### src/rtl/pipe_hazard_ctrl.sv
// pipe_hazard_ctrl: central stall/flush sequencer for the five-stage in-order core.
// It detects load/CSR-use hazards at decode, issues decode-resolved jump/branch
// redirects, runs the drain-then-redirect sequence for ecall/ebreak/mret, and
// discards a fetch that was still outstanding when the pc was redirected.
module pipe_hazard_ctrl #(
  parameter int DRAIN_CYCLES = 3
) (
  input  logic       clk,
  input  logic       rst,
  input  logic       pipe_ctrl_id_valid_i,
  input  logic       pipe_ctrl_id_rs1_en_i,
  input  logic       pipe_ctrl_id_rs2_en_i,
  input  logic [4:0] pipe_ctrl_id_rs1_index_i,
  input  logic [4:0] pipe_ctrl_id_rs2_index_i,
  input  logic       pipe_ctrl_id_trap_i,
  input  logic       pipe_ctrl_jumpbranch_en_i,
  input  logic       pipe_ctrl_id2ex_rd_en_i,
  input  logic [4:0] pipe_ctrl_id2ex_rd_index_i,
  input  logic       pipe_ctrl_id2ex_long_i,
  input  logic       pipe_ctrl_ex2mem_rd_en_i,
  input  logic [4:0] pipe_ctrl_ex2mem_rd_index_i,
  input  logic       pipe_ctrl_ex2mem_long_i,
  input  logic       pipe_ctrl_if_busy_i,
  input  logic       pipe_ctrl_mem_busy_i,
  output logic       pipe_ctrl_pc_stall_o,
  output logic       pipe_ctrl_if2id_stall_o,
  output logic       pipe_ctrl_if2id_flush_o,
  output logic       pipe_ctrl_id2ex_stall_o,
  output logic       pipe_ctrl_id2ex_flush_o,
  output logic       pipe_ctrl_ex2mem_stall_o,
  output logic       pipe_ctrl_mem2wb_stall_o,
  output logic       pipe_ctrl_redirect_o,
  output logic       pipe_ctrl_trap_redirect_o,
  output logic       pipe_ctrl_busy_o
);

  localparam logic [1:0] ST_IDLE     = 2'd0;
  localparam logic [1:0] ST_DRAIN    = 2'd1;
  localparam logic [1:0] ST_REDIRECT = 2'd2;
  localparam logic [2:0] DRAIN_INIT  = 3'(DRAIN_CYCLES);

  logic [1:0] state_r, state_nxt_s;
  logic [2:0] cnt_r, cnt_nxt_s;
  logic       kill_pending_r, kill_pending_nxt_s;
  logic       hz_1_s, hz_2_s, load_use_s;
  logic       bubble_s, kill_set_s, kill_clr_s;

  // A source register depends on a long-latency producer still in EX or MEM.
  // x0 never creates a dependency; short producers are covered by forwarding.
  function automatic logic src_hazard(
    input logic       en,
    input logic [4:0] idx,
    input logic       ex_en,
    input logic [4:0] ex_idx,
    input logic       ex_long,
    input logic       mem_en,
    input logic [4:0] mem_idx,
    input logic       mem_long
  );
    return en && (idx != 5'd0) &&
           ((ex_en && ex_long && (idx == ex_idx)) ||
            (mem_en && mem_long && (idx == mem_idx)));
  endfunction

  // Load/CSR-use detection on both decode operands.
  always_comb begin
    hz_1_s = pipe_ctrl_id_valid_i &&
             src_hazard(pipe_ctrl_id_rs1_en_i, pipe_ctrl_id_rs1_index_i,
                        pipe_ctrl_id2ex_rd_en_i, pipe_ctrl_id2ex_rd_index_i, pipe_ctrl_id2ex_long_i,
                        pipe_ctrl_ex2mem_rd_en_i, pipe_ctrl_ex2mem_rd_index_i, pipe_ctrl_ex2mem_long_i);
    hz_2_s = pipe_ctrl_id_valid_i &&
             src_hazard(pipe_ctrl_id_rs2_en_i, pipe_ctrl_id_rs2_index_i,
                        pipe_ctrl_id2ex_rd_en_i, pipe_ctrl_id2ex_rd_index_i, pipe_ctrl_id2ex_long_i,
                        pipe_ctrl_ex2mem_rd_en_i, pipe_ctrl_ex2mem_rd_index_i, pipe_ctrl_ex2mem_long_i);
    load_use_s = hz_1_s | hz_2_s;
  end

  // Prioritised stall/flush generation plus next-state for the trap FSM and fetch kill.
  always_comb begin
    pipe_ctrl_pc_stall_o      = 1'b0;
    pipe_ctrl_if2id_stall_o   = 1'b0;
    pipe_ctrl_if2id_flush_o   = 1'b0;
    pipe_ctrl_id2ex_stall_o   = 1'b0;
    pipe_ctrl_id2ex_flush_o   = 1'b0;
    pipe_ctrl_ex2mem_stall_o  = 1'b0;
    pipe_ctrl_mem2wb_stall_o  = 1'b0;
    pipe_ctrl_redirect_o      = 1'b0;
    pipe_ctrl_trap_redirect_o = 1'b0;
    state_nxt_s               = state_r;
    cnt_nxt_s                 = cnt_r;
    kill_pending_nxt_s        = kill_pending_r;
    bubble_s                  = 1'b0;
    kill_set_s                = 1'b0;
    kill_clr_s                = 1'b0;

    if (pipe_ctrl_mem_busy_i) begin
      // Freeze the whole pipe; FSM, counter and kill flag keep their values.
      pipe_ctrl_pc_stall_o     = 1'b1;
      pipe_ctrl_if2id_stall_o  = 1'b1;
      pipe_ctrl_id2ex_stall_o  = 1'b1;
      pipe_ctrl_ex2mem_stall_o = 1'b1;
      pipe_ctrl_mem2wb_stall_o = 1'b1;
    end else begin
      case (state_r)
        ST_DRAIN: begin
          pipe_ctrl_pc_stall_o    = 1'b1;
          pipe_ctrl_if2id_stall_o = 1'b1;
          pipe_ctrl_id2ex_flush_o = 1'b1;
          cnt_nxt_s               = cnt_r - 3'd1;
          if (cnt_r == 3'd1) begin
            state_nxt_s = ST_REDIRECT;
          end else begin
            state_nxt_s = ST_DRAIN;
          end
        end
        ST_REDIRECT: begin
          pipe_ctrl_trap_redirect_o = 1'b1;
          pipe_ctrl_if2id_flush_o   = 1'b1;
          state_nxt_s               = ST_IDLE;
        end
        ST_IDLE: begin
          if (load_use_s) begin
            // Branches and traps in ID wait until their operands are ready.
            pipe_ctrl_pc_stall_o    = 1'b1;
            pipe_ctrl_if2id_stall_o = 1'b1;
            pipe_ctrl_id2ex_flush_o = 1'b1;
          end else if (pipe_ctrl_id_valid_i && pipe_ctrl_id_trap_i) begin
            // The trap itself moves on to EX; younger fetches are discarded.
            pipe_ctrl_pc_stall_o    = 1'b1;
            pipe_ctrl_if2id_flush_o = 1'b1;
            state_nxt_s             = ST_DRAIN;
            cnt_nxt_s               = DRAIN_INIT;
          end else if (pipe_ctrl_id_valid_i && pipe_ctrl_jumpbranch_en_i) begin
            pipe_ctrl_redirect_o    = 1'b1;
            pipe_ctrl_if2id_flush_o = 1'b1;
          end else begin
            state_nxt_s = ST_IDLE;
          end
        end
        default: begin
          state_nxt_s = ST_IDLE;
          cnt_nxt_s   = 3'd0;
        end
      endcase

      // An outstanding fetch leaves a bubble in ID; a redirecting pc must not be held.
      bubble_s = pipe_ctrl_if_busy_i && !pipe_ctrl_if2id_stall_o &&
                 !pipe_ctrl_redirect_o && !pipe_ctrl_trap_redirect_o;
      pipe_ctrl_pc_stall_o = pipe_ctrl_pc_stall_o | bubble_s;

      // The fetch in flight at a redirect is wrong-path: flush it when it returns.
      kill_set_s = (pipe_ctrl_redirect_o | pipe_ctrl_trap_redirect_o) & pipe_ctrl_if_busy_i;
      kill_clr_s = kill_pending_r & !pipe_ctrl_if_busy_i;
      pipe_ctrl_if2id_flush_o = pipe_ctrl_if2id_flush_o | bubble_s | kill_clr_s;
      kill_pending_nxt_s      = kill_set_s | (kill_pending_r & !kill_clr_s);
    end
  end

  assign pipe_ctrl_busy_o = (state_r != ST_IDLE);

  // Trap FSM, drain counter and fetch-kill flag.
  always_ff @(posedge clk or posedge rst) begin
    if (rst) begin
      state_r        <= ST_IDLE;
      cnt_r          <= 3'd0;
      kill_pending_r <= 1'b0;
    end else begin
      state_r        <= state_nxt_s;
      cnt_r          <= cnt_nxt_s;
      kill_pending_r <= kill_pending_nxt_s;
    end
  end

endmodule

### config.mk
export PLATFORM = sky130hd
export DESIGN_NAME = pipe_hazard_ctrl
export DESIGN_NICKNAME = d
export VERILOG_FILES = /design/src/rtl/pipe_hazard_ctrl.sv
export SDC_FILE = /design/constraint.sdc
export NUM_CORES = 1
export LEC_CHECK = 0
export ABC_CLOCK_PERIOD_IN_PS = 5550
export BUFFER_PORTS_ARGS = -buffer_cell sky130_fd_sc_hd__buf_4
export CAP_MARGIN = 20
export CORE_MARGIN = 2
export CORE_UTILIZATION = 46
export DETAILED_ROUTE_END_ITERATION = 12
export HOLD_SLACK_MARGIN = 0.06
export PLACE_DENSITY = 0.88
export RECOVER_POWER = 100
export SETUP_SLACK_MARGIN = 0.5
export SLEW_MARGIN = 10
export SYNTH_ARGS = -nofsm -noshare
export SYNTH_HDL_FRONTEND = slang
export SYNTH_SLANG_ARGS = --single-unit
### constraint.sdc
create_clock -name clk -period 5.55 [get_ports clk]
set_clock_uncertainty 0.15 [all_clocks]
set_input_delay 1.665 -clock clk [delete_from_list [all_inputs] [get_ports clk]]
set_output_delay 1.665 -clock clk [all_outputs]
set_load 0.005 [all_outputs]
======== Word-level counts from Yosys, hierarchy flattened ========
Index checks and enable logic that the tools add are counted.
storage, ports and cells
  flip-flop bits (word level) ............. 6
  output and inout port bits .............. 10
cells by class
  add/subtract/negate cells ............... 1
  equal/unequal tests ..................... 10
  multiplexer cells ....................... 33
  bitwise operators ....................... 11
  reduce and logical (&&, ||, !) cells .... 30
operator list
  kind                                                                    number
  1-bit two-way mux                                                       22
  5-bit equality test                                                     4
  1-bit logical AND                                                       17
  5-bit nonzero test                                                      2
  3-bit one-hot mux with 3 select lines                                   1
  2-bit two-way mux                                                       4
  3-bit two-way mux                                                       2
  1-bit OR                                                                6
  1-bit one-hot mux with 2 select lines                                   3
  1-bit zero test                                                         5
  2-bit inequality test (second input constant)                           2
  2-bit one-hot mux with 2 select lines                                   1
  4-bit AND reduction                                                     1
  1-bit bitwise AND                                                       3
  3-bit by 1-bit equality test with 1-bit output (second input constant)  1
  3-bit inequality test (second input constant)                           1
  3-bit AND reduction                                                     1
  3-bit by 1-bit subtractor with 3-bit output (second input constant)     1
  2-bit by 1-bit equality test with 1-bit output (second input constant)  1
  2-bit equality test (second input constant)                             1
  2-bit zero test                                                         1
  1-bit logical OR                                                        2
  1-bit NOT                                                               2
  2-bit nonzero test                                                      1

======== Logic depth before layout (Yosys ltp) ========
Gate-level depths: netlist of run 1.
  depth after elaboration ................. 16
  depth in mapped cells ................... 6

======== Least setup slack after synthesis of run 1 ========
No wires, ideal clock.
  kind .................................... input port to output port
  start point ............................. input pipe_ctrl_id_rs2_index_i[1]
  end point ............................... output pipe_ctrl_pc_stall_o
  arrival ................................. 3,163 ps
  required time ........................... 3,735 ps
  path slack .............................. 572 ps
  stages on the path ...................... 5
  cell sequence ........................... or4_1 -> o21ai_1 -> o22ai_1 -> or3_4 -> a311o_1
between the ends
  word-level cells in the longest chain between the ends .. 15
  elaborated cells on any way between the ends .. 26
  those cells by class .................... eq/ne (2); mux (10); bitwise (2); reduce/logical (12)
RTL lines
  element                                        line    RTL
  start, declared                                14      input logic [4:0] pipe_ctrl_id_rs2_index_i,
  5-bit equality test, on equally long branches  61, 62
  1-bit logical AND, on equally long branches    61, 62
  1-bit logical OR                               61      ((ex_en && ex_long && (idx == ex_idx)) ||
  1-bit logical AND (*)                          60      return en && (idx != 5'd0) &&
  1-bit logical AND (*)                          71      hz_2_s = pipe_ctrl_id_valid_i &&
  1-bit OR (*)                                   75      load_use_s = hz_1_s | hz_2_s;
  1-bit two-way mux                              122     if (load_use_s) begin
  1-bit one-hot mux with 2 select lines          104     case (state_r)
  1-bit two-way mux                              96      if (pipe_ctrl_mem_busy_i) begin
  1-bit zero test                                147     bubble_s = pipe_ctrl_if_busy_i && !pipe_ctrl_if2id_stall_o &&
  1-bit logical AND (2 in a row)                 147
  1-bit logical AND                              148     !pipe_ctrl_redirect_o && !pipe_ctrl_trap_redirect_o;
  1-bit OR (*)                                   149     pipe_ctrl_pc_stall_o = pipe_ctrl_pc_stall_o | bubble_s;
  1-bit two-way mux (*)                          96
  end, declared                                  25      output logic pipe_ctrl_pc_stall_o,
Mark *: on every way between the ends. The rest lies on a longest branch, timed or not. The select of a mux whose other input is x is not followed.

======== Final worst setup path of run 1 ========
Ends and elaborated chain as after synthesis.

==> results of run 1 <==
-- final timing paths --
check | startpoint | slack (ns) | endpoint
setup reg to reg | state_r[1] | 3.74 | kill_pending_r
setup / recovery | pipe_ctrl_id_rs2_index_i[1] | 0.20 | pipe_ctrl_pc_stall_o
hold reg to reg | cnt_r[1] | 0.37 | cnt_r[1]
min in group asynchronous | rst | 1.18 | kill_pending_r
hold / removal | cnt_r[1] | 0.37 | cnt_r[1]
max in group asynchronous | rst | 3.88 | cnt_r[2]
-- worst register-to-register path, cell delays in order (launching register included) --
cell     delay (ns)
dfrtp_1        0.54
nor2_1         0.29
nand3_1        0.10
or3_1          0.36
buf_6          0.14
a21oi_1        0.14
-- cell usage after synthesis --
cell type / count / area share [%]
o32ai_1: 1 / 1.2
dfrtp_1: 6 / 20
ha_1: 2 / 3.3
nor3_1: 3 / 2.0
a2bb2oi_1: 1 / 1.2
o22a_1: 2 / 2.3
o22ai_1: 2 / 1.6
nor2b_1: 3 / 2.5
o211ai_1: 1 / 0.99
nand3_1: 4 / 2.6
o41ai_1: 1 / 1.2
a311o_1: 1 / 1.3
mux2i_1: 1 / 1.3
nor4_1: 4 / 3.3
nor2_1: 12 / 5.9
nand2_1: 8 / 4.0
o2111ai_1: 1 / 1.2
clkbuf_1: 3 / 1.5
o31a_1: 1 / 1.2
inv_1: 7 / 3.5
a22oi_1: 2 / 2.0
or2_2: 1 / 0.83
buf_4: 3 / 3.0
o21ai_0: 3 / 2.0
or4_1: 2 / 2.0
o21ai_1: 2 / 1.3
a21oi_1: 4 / 2.6
xor2_1: 20 / 23
or3_4: 1 / 1.5
-- per-layer routing --
layer / GRT usage (%) / wire length (um)
met1: 33.1 / 1090
met2: 50.7 / 1550
met3: 6.12 / 271
met4: 4.24 / 131
met5: 0 / 0
-- area by class of cell --
cell class                 count  share of cell area [%]
sequential                     6                    12.0
clock buffer                   3                    1.80
multi-input combinational     83                    50.0
inverter                       7                    2.10
timing repair buffer          50                    32.5
tap                           16                    1.60
-- stage by stage --
step | total power (W) | hold WS (ns) | setup slack [ns] | instances | utilization, %
detailed placement | 0.000228 | 0.365 | 0.240 | 155 | 70.0
finish | 0.000292 | 0.367 | 0.205 | 165 | 81.9
global route | 0.000313 | 0.389 | 0.173 | 165 | 81.9
global placement | 0.000222 | 0.351 | 0.278 | 155 | 70.0
floorplan | 0.000165 | 0.332 | 0.572 | 102 | -
CTS | 0.000277 | 0.374 | 0.342 | 162 | 77.0
-- where the power goes --
| group | leakage [nW] | internal (W) | switching (W) |
|---|---|---|---|
| clock network | 0.0138 | 0.0000243 | 0.0000141 |
| logic | 0.506 | 0.0000816 | 0.0000867 |
| registers | 0.0735 | 0.0000590 | 0.0000262 |
| total | 0.593 | 0.000165 | 0.000127 |
-- state kept, by name (all words and copies together), names as in the netlist --
signal	flops
cnt_r	3
state_r	2
kill_pending_r	1
-- cell families (layout without fill, tap and decap cells) --
family / count (synthesis) / in the layout
and+or+nand+nor: 38 / 38
muxes: 1 / 1
buffers and inverters: 13 / 60
adders and majority gates: 2 / 2
AOI/OAI and AO/OA: 22 / 22
xor gates and xnor gates: 20 / 20
DFF: 6 / 6
-- what timing repair did --
item	CTS	global route
resized for setup	11	15
cloned	0	0
buffers inserted	4	3
endpoints found under the setup margin	4	5
hold buffers	0	0
pin swaps	5	5
==> flow_metrics.py, run 1 <==
metrics = {
    "pwr": {
        "power_density_nw_per_um2": 234,
        "p_leak_nw": 0.593,
        "ir_drop_v": 0.000232,
    },
    "status": {
        "status": "finished, final reports clean",
    },
    "finish": {
        "final_common_cell": "buf_4",
        "syn_to_final_growth_pct": 64.7,
        "fill_cells": 94,
        "final_cell_area_um2": 1250,
        "multi_input_area_um2": 624,
        "diodes": 0,
        "final_cell_mix": "buf_4 (31), xor2_1 (20), clkbuf_4 (14)",
        "final_nets": 186,
        "final_layout_size_suffix_gt1_share_pct": 43.6,
        "register_area_um2": 150,
    },
    "yosys": {
        "synthMuxAreaShare_pct": 1.32,
        "yosysUniqueCellTypes": 29,
        "synthXorXnorAreaFrac_pct": 23.1,
        "synth_simple_gate_area_share_pct": 24.6,
        "synth_nets": 137,
        "yosys.area_share.adder_pct": 3.30,
        "synthesis.area_um2": 758,
        "ys_seq_elements": 6,
        "synth_top_family_by_area": "simple AND/OR/NAND/NOR gates",
        "synth_compound_area_share_pct": 20.0,
        "syn_area_per_cell_um2": 7.43,
        "ys_seq_area_share_pct": 19.8,
        "yosys_warnings": 0,
        "synth_cells": 102,
    },
    "routing": {
        "drt-pass1-iter-count": 6,
        "vias": 1031,
        "routed_wl_um": 3050,
        "vias_per_cell": 6.25,
        "post_drt_wl_per_cell_um": 18.5,
        "antenna_left": 0,
        "drtIter0Drc": 44,
        "drcViolationCount": 0,
    },
    "floorplan": {
        "rows": 14,
        "coreArea_um2": 1520,
        "dieArea_um2": 1990,
        "die_y_um": 44.6,
        "start_util_pct": 49.8,
        "die_w_um": 44.6,
        "io-pin-count": 43,
    },
    "cts": {
        "clk_path_buf_depth": 2,
        "clk_pin_slew_ns": 0.04,
        "root_buffer": "clkbuf_4",
        "htree_levels": 1,
        "clock_latency_ns": 0.24,
        "clock-sinks": 6,
        "cts_tree": "yes",
        "cts_buffers": 3,
    },
    "sta": {
        "setup_viol": 0,
        "slew_violations": 0,
        "rsz0062_at_grt": "true",
        "hold_viol": 0,
        "fin_crit_ns": 5.35,
        "period_share_pct": 96.3,
        "max_slew_margin_pct": 57.6,
        "fmaxAchievable_ghz": 0.187,
        "max_slew.worst_pin.slew_ns": 0.635,
        "setup-tns-final_ns": 0,
    },
    "critical_path": {
        "cp_data_required_time_ns": 3.73,
        "critPathMostFrequentCell": "clkbuf_4",
        "arrival_ns": 3.53,
        "criticalPathCategory": "in -> out",
        "critical_path.max_stage_delay_ns": 0.59,
        "cp.buffers_inverters": 4,
        "cp_top_family": "compound AO/OA/AOI/OAI gates",
        "cpMaxStageDelayCell": "or4_1",
        "path_depth": 9,
        "worst_setup_path_end_kind": "primary output",
        "reg2regPathDepth": 5,
        "cp-start-kind": "input pin",
        "cp_max_fo": 3,
        "worstPathCellList": "buf_8 -> or4_1 -> o21ai_4 -> clkbuf_4 -> buf_4 -> o32ai_2 -> a2bb2oi_1 -> a311o_1 -> clkbuf_4",
    },
    "placement": {
        "io_buffers": 42,
        "place.gp.congestion": 0.878,
        "dpl_cell_area_um2": 1070,
        "dp_hpwl_um": 1750,
    },
    "min_path": {
        "holdCritPathClass": "reg -> reg",
        "whs_path_depth": 1,
    },
    "flow_run": {
        "maxCapViolations": 0,
    },
    "global_route": {
        "grt_pass1_wl_um": 4160,
        "grt_max_degree": 14,
        "grtUsageTotal_pct": 27.7,
        "grt-ovfl-total": 0,
        "antenna_found_initial": 0,
        "grt_pass1_vias": 928,
    },
}
(Power assumes the default switching activity.)
==> run 2, diff against run 1 <==
- CORE_ASPECT_RATIO: unset -> 1.2
==> run 2 against run 1 <==
  * Worst hold slack got worse by 0.0062 ns
  * First-iteration DRC count fell by 73%
  * Non-clock buffer count rose by 1
  * Register-to-register slack improved by 0.06 ns
  * Worst setup slack improved by 0.10 ns
  * Sequential power fell by 2%
  * Largest cell class unchanged
  * Largest power group unchanged
==> flow_metrics.py, run 2 (same netlist as run 1, synthesis figures left out) <==
metrics = {
    "status": {
        "status": "finished, final reports clean",
    },
    "cts": {
        "cts_tree": "yes",
        "clock_latency_ns": 0.26,
        "root_buffer": "clkbuf_4",
        "cts_buffers": 3,
        "htree_levels": 1,
        "clk_pin_slew_ns": 0.05,
        "clock-sinks": 6,
        "clk_path_buf_depth": 2,
    },
    "pwr": {
        "pwr-share-clk_pct": 15.4,
        "combPwrFrac_pct": 55.3,
        "pwr-share-seq_pct": 29.4,
        "ir_drop_v": 0.000197,
        "power_density_nw_per_um2": 233,
        "net-switching-power_w": 0.000122,
        "power.internal_w": 0.000163,
        "p_leak_nw": 0.586,
        "switching_share_pct": 42.8,
    },
    "critical_path": {
        "cp_data_required_time_ns": 3.73,
        "critPathMostFrequentCell": "clkbuf_1",
        "criticalPathCategory": "in -> out",
        "cp_max_fo": 3,
        "cp-start-kind": "input pin",
        "worstPathCellList": "buf_8 -> or4_4 -> o21ai_4 -> buf_4 -> o32ai_2 -> clkbuf_1 -> a2bb2oi_1 -> a311o_1 -> clkbuf_1",
        "arrival_ns": 3.43,
        "critical_path.max_stage_delay_ns": 0.55,
        "cpMaxStageDelayCell": "or4_4",
        "worst_setup_path_end_kind": "primary output",
    },
    "finish": {
        "final_cell_mix": "buf_4 (31), xor2_1 (20), clkbuf_4 (12)",
        "layoutNonFillerInstCount": 168,
        "final_layout_size_suffix_gt1_share_pct": 39.3,
        "final_cell_area_um2": 1220,
        "final_common_cell": "buf_4",
        "diodes": 0,
        "final_nets": 187,
        "regMostFlops": "cnt_r",
        "fill_cells": 115,
        "largest_registers": "cnt_r: 3 flops, state_r: 2 flops, kill_pending_r: 1 flops",
        "syn_to_final_growth_pct": 61.2,
        "largest_reg_flops": 3,
    },
    "placement": {
        "place_inst": 157,
        "place.gp.congestion": 0.767,
        "dp_hpwl_um": 1930,
        "io_buffers": 42,
        "pre_cts_ws_ns": 0.237,
        "dpl_cell_area_um2": 1070,
    },
    "sta": {
        "slew_violations": 0,
        "rsz0062_at_grt": "true",
        "setup_slack_ns": 0.309,
        "hold_viol": 0,
        "fmaxAchievable_ghz": 0.191,
        "max_slew_margin_pct": 60.4,
        "period_share_pct": 94.4,
        "setup_viol": 0,
        "setup-tns-final_ns": 0,
        "max_slew.worst_pin.slew_ns": 0.594,
        "fin_crit_ns": 5.24,
    },
    "floorplan": {
        "dieArea_um2": 1990,
        "start_util_pct": 47.9,
        "die_y_um": 48.5,
        "die_w_um": 41.1,
        "coreArea_um2": 1580,
        "rows": 16,
        "io-pin-count": 43,
    },
    "routing": {
        "antenna_left": 0,
        "routed_wl_um": 2680,
        "drt-pass1-iter-count": 4,
        "vias": 958,
        "drtIter0Drc": 12,
        "vias_per_cell": 5.70,
        "drcViolationCount": 0,
        "post_drt_wl_per_cell_um": 15.9,
    },
    "min_path": {
        "holdCritPathClass": "reg -> reg",
    },
    "global_route": {
        "grt_max_degree": 14,
        "grt_pass1_wl_um": 4000,
        "grt_pass1_vias": 994,
        "grt-ovfl-total": 0,
        "antenna_found_initial": 0,
        "grtUsageTotal_pct": 29.7,
    },
    "flow_run": {
        "maxCapViolations": 0,
    },
}
-- run 2: cell type report --
cell class / count / area, um2 / area share [%]
clock buffer: 3 / 22.5 / 1.84
tap: 18 / 22.5 / 1.84
multi-input combinational: 83 / 603 / 49.3
sequential: 6 / 150 / 12.3
inverter: 7 / 26.3 / 2.15
timing repair buffer: 51 / 398 / 32.5
-- run 2: path summary, 6_finish.rpt --
kind                                        startpoint                    to  slack [ns]  cells past startpoint
setup / recovery           pipe_ctrl_id_rs2_index_i[4]  pipe_ctrl_pc_stall_o        0.31                      9
hold / removal                                cnt_r[1]              cnt_r[1]        0.36                      1
setup reg to reg                            state_r[1]        kill_pending_r        3.80                      5
hold reg to reg                               cnt_r[1]              cnt_r[1]        0.36                      1
max in group asynchronous                          rst              cnt_r[1]        3.88                      2
min in group asynchronous                          rst            state_r[0]        1.17                      2
-- run 2: critical path, delay by kind of cell --
| kind | cells | cell delay (ns) |
|---|---|---|
| AOI/OAI and AO/OA | 4 | 0.69 |
| buffers and inverters | 4 | 0.51 |
| and+or+nand+nor | 1 | 0.55 |
-- run 2: metal layers --
layer / global-route usage [%] / routed length (um)
met1: 25.7 / 912
met2: 54.4 / 1500
met3: 6.42 / 143
met4: 17.2 / 116
met5: 0 / 0
-- run 2: repair_timing --
| item | in CTS | in global routing |
|---|---|---|
| pin swaps | 14 | 3 |
| endpoints found under the setup margin | 3 | 5 |
| setup buffers | 8 | 0 |
| hold buffers | 0 | 0 |
| resized for setup | 14 | 7 |
-- run 2: power by group through the flow --
stage	Sequential [W]	Clock [W]	Combinational, W
after global placement	0.0000819	0	0.000141
final	0.0000838	0.0000438	0.000158
after floorplan	0.0000675	0	0.0000974
after detailed placement	0.0000827	0	0.000147
after CTS	0.0000822	0.0000439	0.000157
after global routing	0.0000859	0.0000455	0.000176
-- run 2: per-stage QoR --
step	util, %	hold slack (ns)	total power (W)
6_report	77.3	0.360	0.000285
3_3_place_gp	67.6	0.345	0.000223
2_1_floorplan	-	0.332	0.000165
4_1_cts	76.6	0.364	0.000283
3_5_place_dp	67.6	0.353	0.000230
5_1_grt	77.3	0.410	0.000307
==> run 3, diff against run 2 <==
- ABC_AREA: unset -> 1
- CORE_UTILIZATION: 46 -> 50
- PLACE_DENSITY: 0.88 -> 0.89
==> run 3 against run 2 <==
  * Sequential power is 5.7% lower
  * Synthesized cell count is 83% higher
  * Area after synthesis is 31% higher
  * Routed wire length is 5.4% higher
  * Cell area is 5.9% higher
  * Utilization is 7.3 points lower
  * Register-to-register slack better by 0.20 ns
  * Sequential share of layout area is 0.69 points lower
  * Worst setup slack better by 0.53 ns
  * Flip-flop and latch count stayed put
  * Critical path depth is 2 higher
  * Combinational power is 25% higher
==> flow_metrics.py, run 3 <==
metrics = {
    "routing": {
        "routed_wl_um": 2820,
        "drt-pass1-iter-count": 4,
        "vias_per_cell": 5.31,
        "antenna_left": 0,
        "vias": 1316,
        "post_drt_wl_per_cell_um": 11.4,
        "drtIter0Drc": 31,
        "drcViolationCount": 0,
    },
    "sta": {
        "slew_violations": 0,
        "setup_viol": 0,
        "fmaxAchievable_ghz": 0.212,
        "max_slew.worst_pin.slew_ns": 0.452,
        "max_slew_margin_pct": 69.5,
        "hold_viol": 0,
        "period_share_pct": 84.8,
        "rsz0062_at_grt": "false",
        "fin_crit_ns": 4.71,
        "setup-tns-final_ns": 0,
    },
    "cts": {
        "clock_latency_ns": 0.26,
        "holdBufCountCts": 0,
        "clock-sinks": 6,
        "htree_levels": 1,
        "clk_pin_slew_ns": 0.04,
        "cts_tree": "yes",
        "post-cts-setup-buffers": 0,
        "cts_buffers": 3,
        "clk_path_buf_depth": 2,
        "cts_resized": 0,
        "root_buffer": "clkbuf_4",
    },
    "floorplan": {
        "start_util_pct": 53.7,
        "die_w_um": 44.7,
        "dieArea_um2": 2360,
        "coreArea_um2": 1850,
        "io-pin-count": 43,
        "die_y_um": 52.8,
        "rows": 17,
    },
    "critical_path": {
        "worst_setup_path_end_kind": "primary output",
        "criticalPathCategory": "in -> out",
        "arrival_ns": 2.89,
        "timing.rr.start": "cnt_r[0]",
        "cp-start-kind": "input pin",
        "cp_data_required_time_ns": 3.73,
        "cp_max_fo": 5,
        "crit_path_start": "pipe_ctrl_id_rs2_index_i[0]",
    },
    "yosys": {
        "synth_area_leader_cell": "nand2_1",
        "synthesis.area_um2": 993,
        "synthArstFlopShare_pct": 100,
        "synth_edf_count": 0,
        "ys_seq_elements": 6,
        "synth_nets": 222,
        "synth_ff_type": "dfrtp_1",
        "synth_cells": 187,
        "synth_common_cells": "nand2_1 (69), inv_1 (29), nor2_1 (25)",
        "synth.most_common_cell": "nand2_1",
        "yosysUniqueCellTypes": 23,
        "yosys_warnings": 0,
        "syn_area_per_cell_um2": 5.31,
        "ys_seq_area_share_pct": 15.1,
        "synth_top_area_share_pct": 26.1,
        "synth_area_leaders": "nand2_1 (26%), dfrtp_1 (15%), inv_1 (11%)",
    },
    "global_route": {
        "grtUsageTotal_pct": 27.5,
        "grt_max_degree": 10,
        "grt_pass1_vias": 1262,
        "antenna_found_initial": 0,
        "grt_pass1_wl_um": 4770,
        "grt-ovfl-total": 0,
    },
    "finish": {
        "diodes": 0,
        "utilization_pct": 70.0,
        "final_nets": 266,
        "regMostFlops": "cnt_r",
        "largest_registers": "cnt_r: 3 flops, state_r: 2 flops, kill_pending_r: 1 flops",
        "register_area_um2": 150,
        "largest_reg_flops": 3,
        "final_common_cell": "nand2_1",
        "syn_to_final_growth_pct": 30.4,
        "fill_cells": 183,
        "multi_input_area_um2": 648,
        "final_cell_mix": "nand2_1 (71), buf_4 (32), inv_1 (29)",
        "final_layout_size_suffix_gt1_share_pct": 26.6,
    },
    "pwr": {
        "power_density_nw_per_um2": 246,
        "p_leak_nw": 0.796,
        "ir_drop_v": 0.000147,
    },
    "flow_run": {
        "maxCapViolations": 0,
    },
    "min_path": {
        "holdCritPathClass": "reg -> reg",
        "hp-start": "cnt_r[1]",
    },
    "placement": {
        "io_buffers": 42,
        "place.gp.congestion": 0.895,
        "dp_hpwl_um": 2470,
    },
    "status": {
        "status": "finished, final reports clean",
    },
}
## run 3: cell types whose count changed in the layout (fill, tap and decap cells not counted), moves of 3 or more
cell     previous run  this run
nor3_1              3         0
nor2_1             11        27
inv_1               7        29
nand3_1             4        11
buf_6               6         0
nor4_1              4         0
nand2_1             8        71
inv_2               0         8
nand4_1             0         5
o21ai_0             3         7
nor2b_1             3         0
xor2_1             20         1
## run 3: final timing paths
check,endpoint,slack [ns],depth (start not counted)
max reg2reg,cnt_r[2],4.00,6
min,cnt_r[1],0.32,2
min in group asynchronous,cnt_r[2],1.17,2
min reg2reg,cnt_r[1],0.32,2
max,pipe_ctrl_if2id_flush_o,0.84,11
max in group asynchronous,cnt_r[1],3.88,2
## run 3: area by class of cell
type | count | area share, %
Inverter | 38 | 11.0
Multi-Input combinational cell | 140 | 50.0
Sequential cell | 6 | 11.6
Clock buffer | 3 | 1.74
Tap cell | 19 | 1.84
Timing Repair Buffer | 42 | 23.8
## run 3: layer usage
metal	GRT usage, %	vias up	wire length [um]
met5	0	-	0
met4	14.6	0	75
met3	4.83	8	186
met2	54.8	62	1540
met1	24.9	595	1020
li1	-	651	-
## run 3: through the flow
step	total power (W)	setup WS, ns	cell area [um2]	hold slack, ns	std cells
finish	0.000319	0.844	1290	0.322	248
CTS	0.000328	0.894	1330	0.329	248
global placement	0.000269	0.918	1310	0.306	245
global route	0.000348	0.649	1290	0.343	248
floorplan	0.000206	1.31	993	0.292	187
detailed placement	0.000285	0.896	1310	0.318	245
## run 3: logic make-up (layout without fill, tap and decap cells)
logic type	after synthesis	after routing	share of synthesized area, %
AOI/OAI and AO/OA	16	16	9.45
adders and majority gates	2	2	2.52
xor gates and xnor gates	1	1	0.882
buffers and inverters	41	83	16.6
DFF	6	6	15.1
and+or+nand+nor	121	121	55.4
## run 3: worst max-delay path, stage by stage
cell,delay (ns)
clkbuf_1,0.20
o21ai_0,0.13
nor2_1,0.10
nand3_1,0.08
nand2_1,0.10
nand3_1,0.13
nand3_1,0.10
nand2_1,0.10
nand3_1,0.09
nand2_1,0.06
clkbuf_4,0.13
## run 3: power breakdown
group / switching (W) / internal, W
Sequential: 0.0000162 / 0.0000628
Clock: 0.0000176 / 0.0000246
Combinational: 0.000113 / 0.0000842
Total: 0.000147 / 0.000172
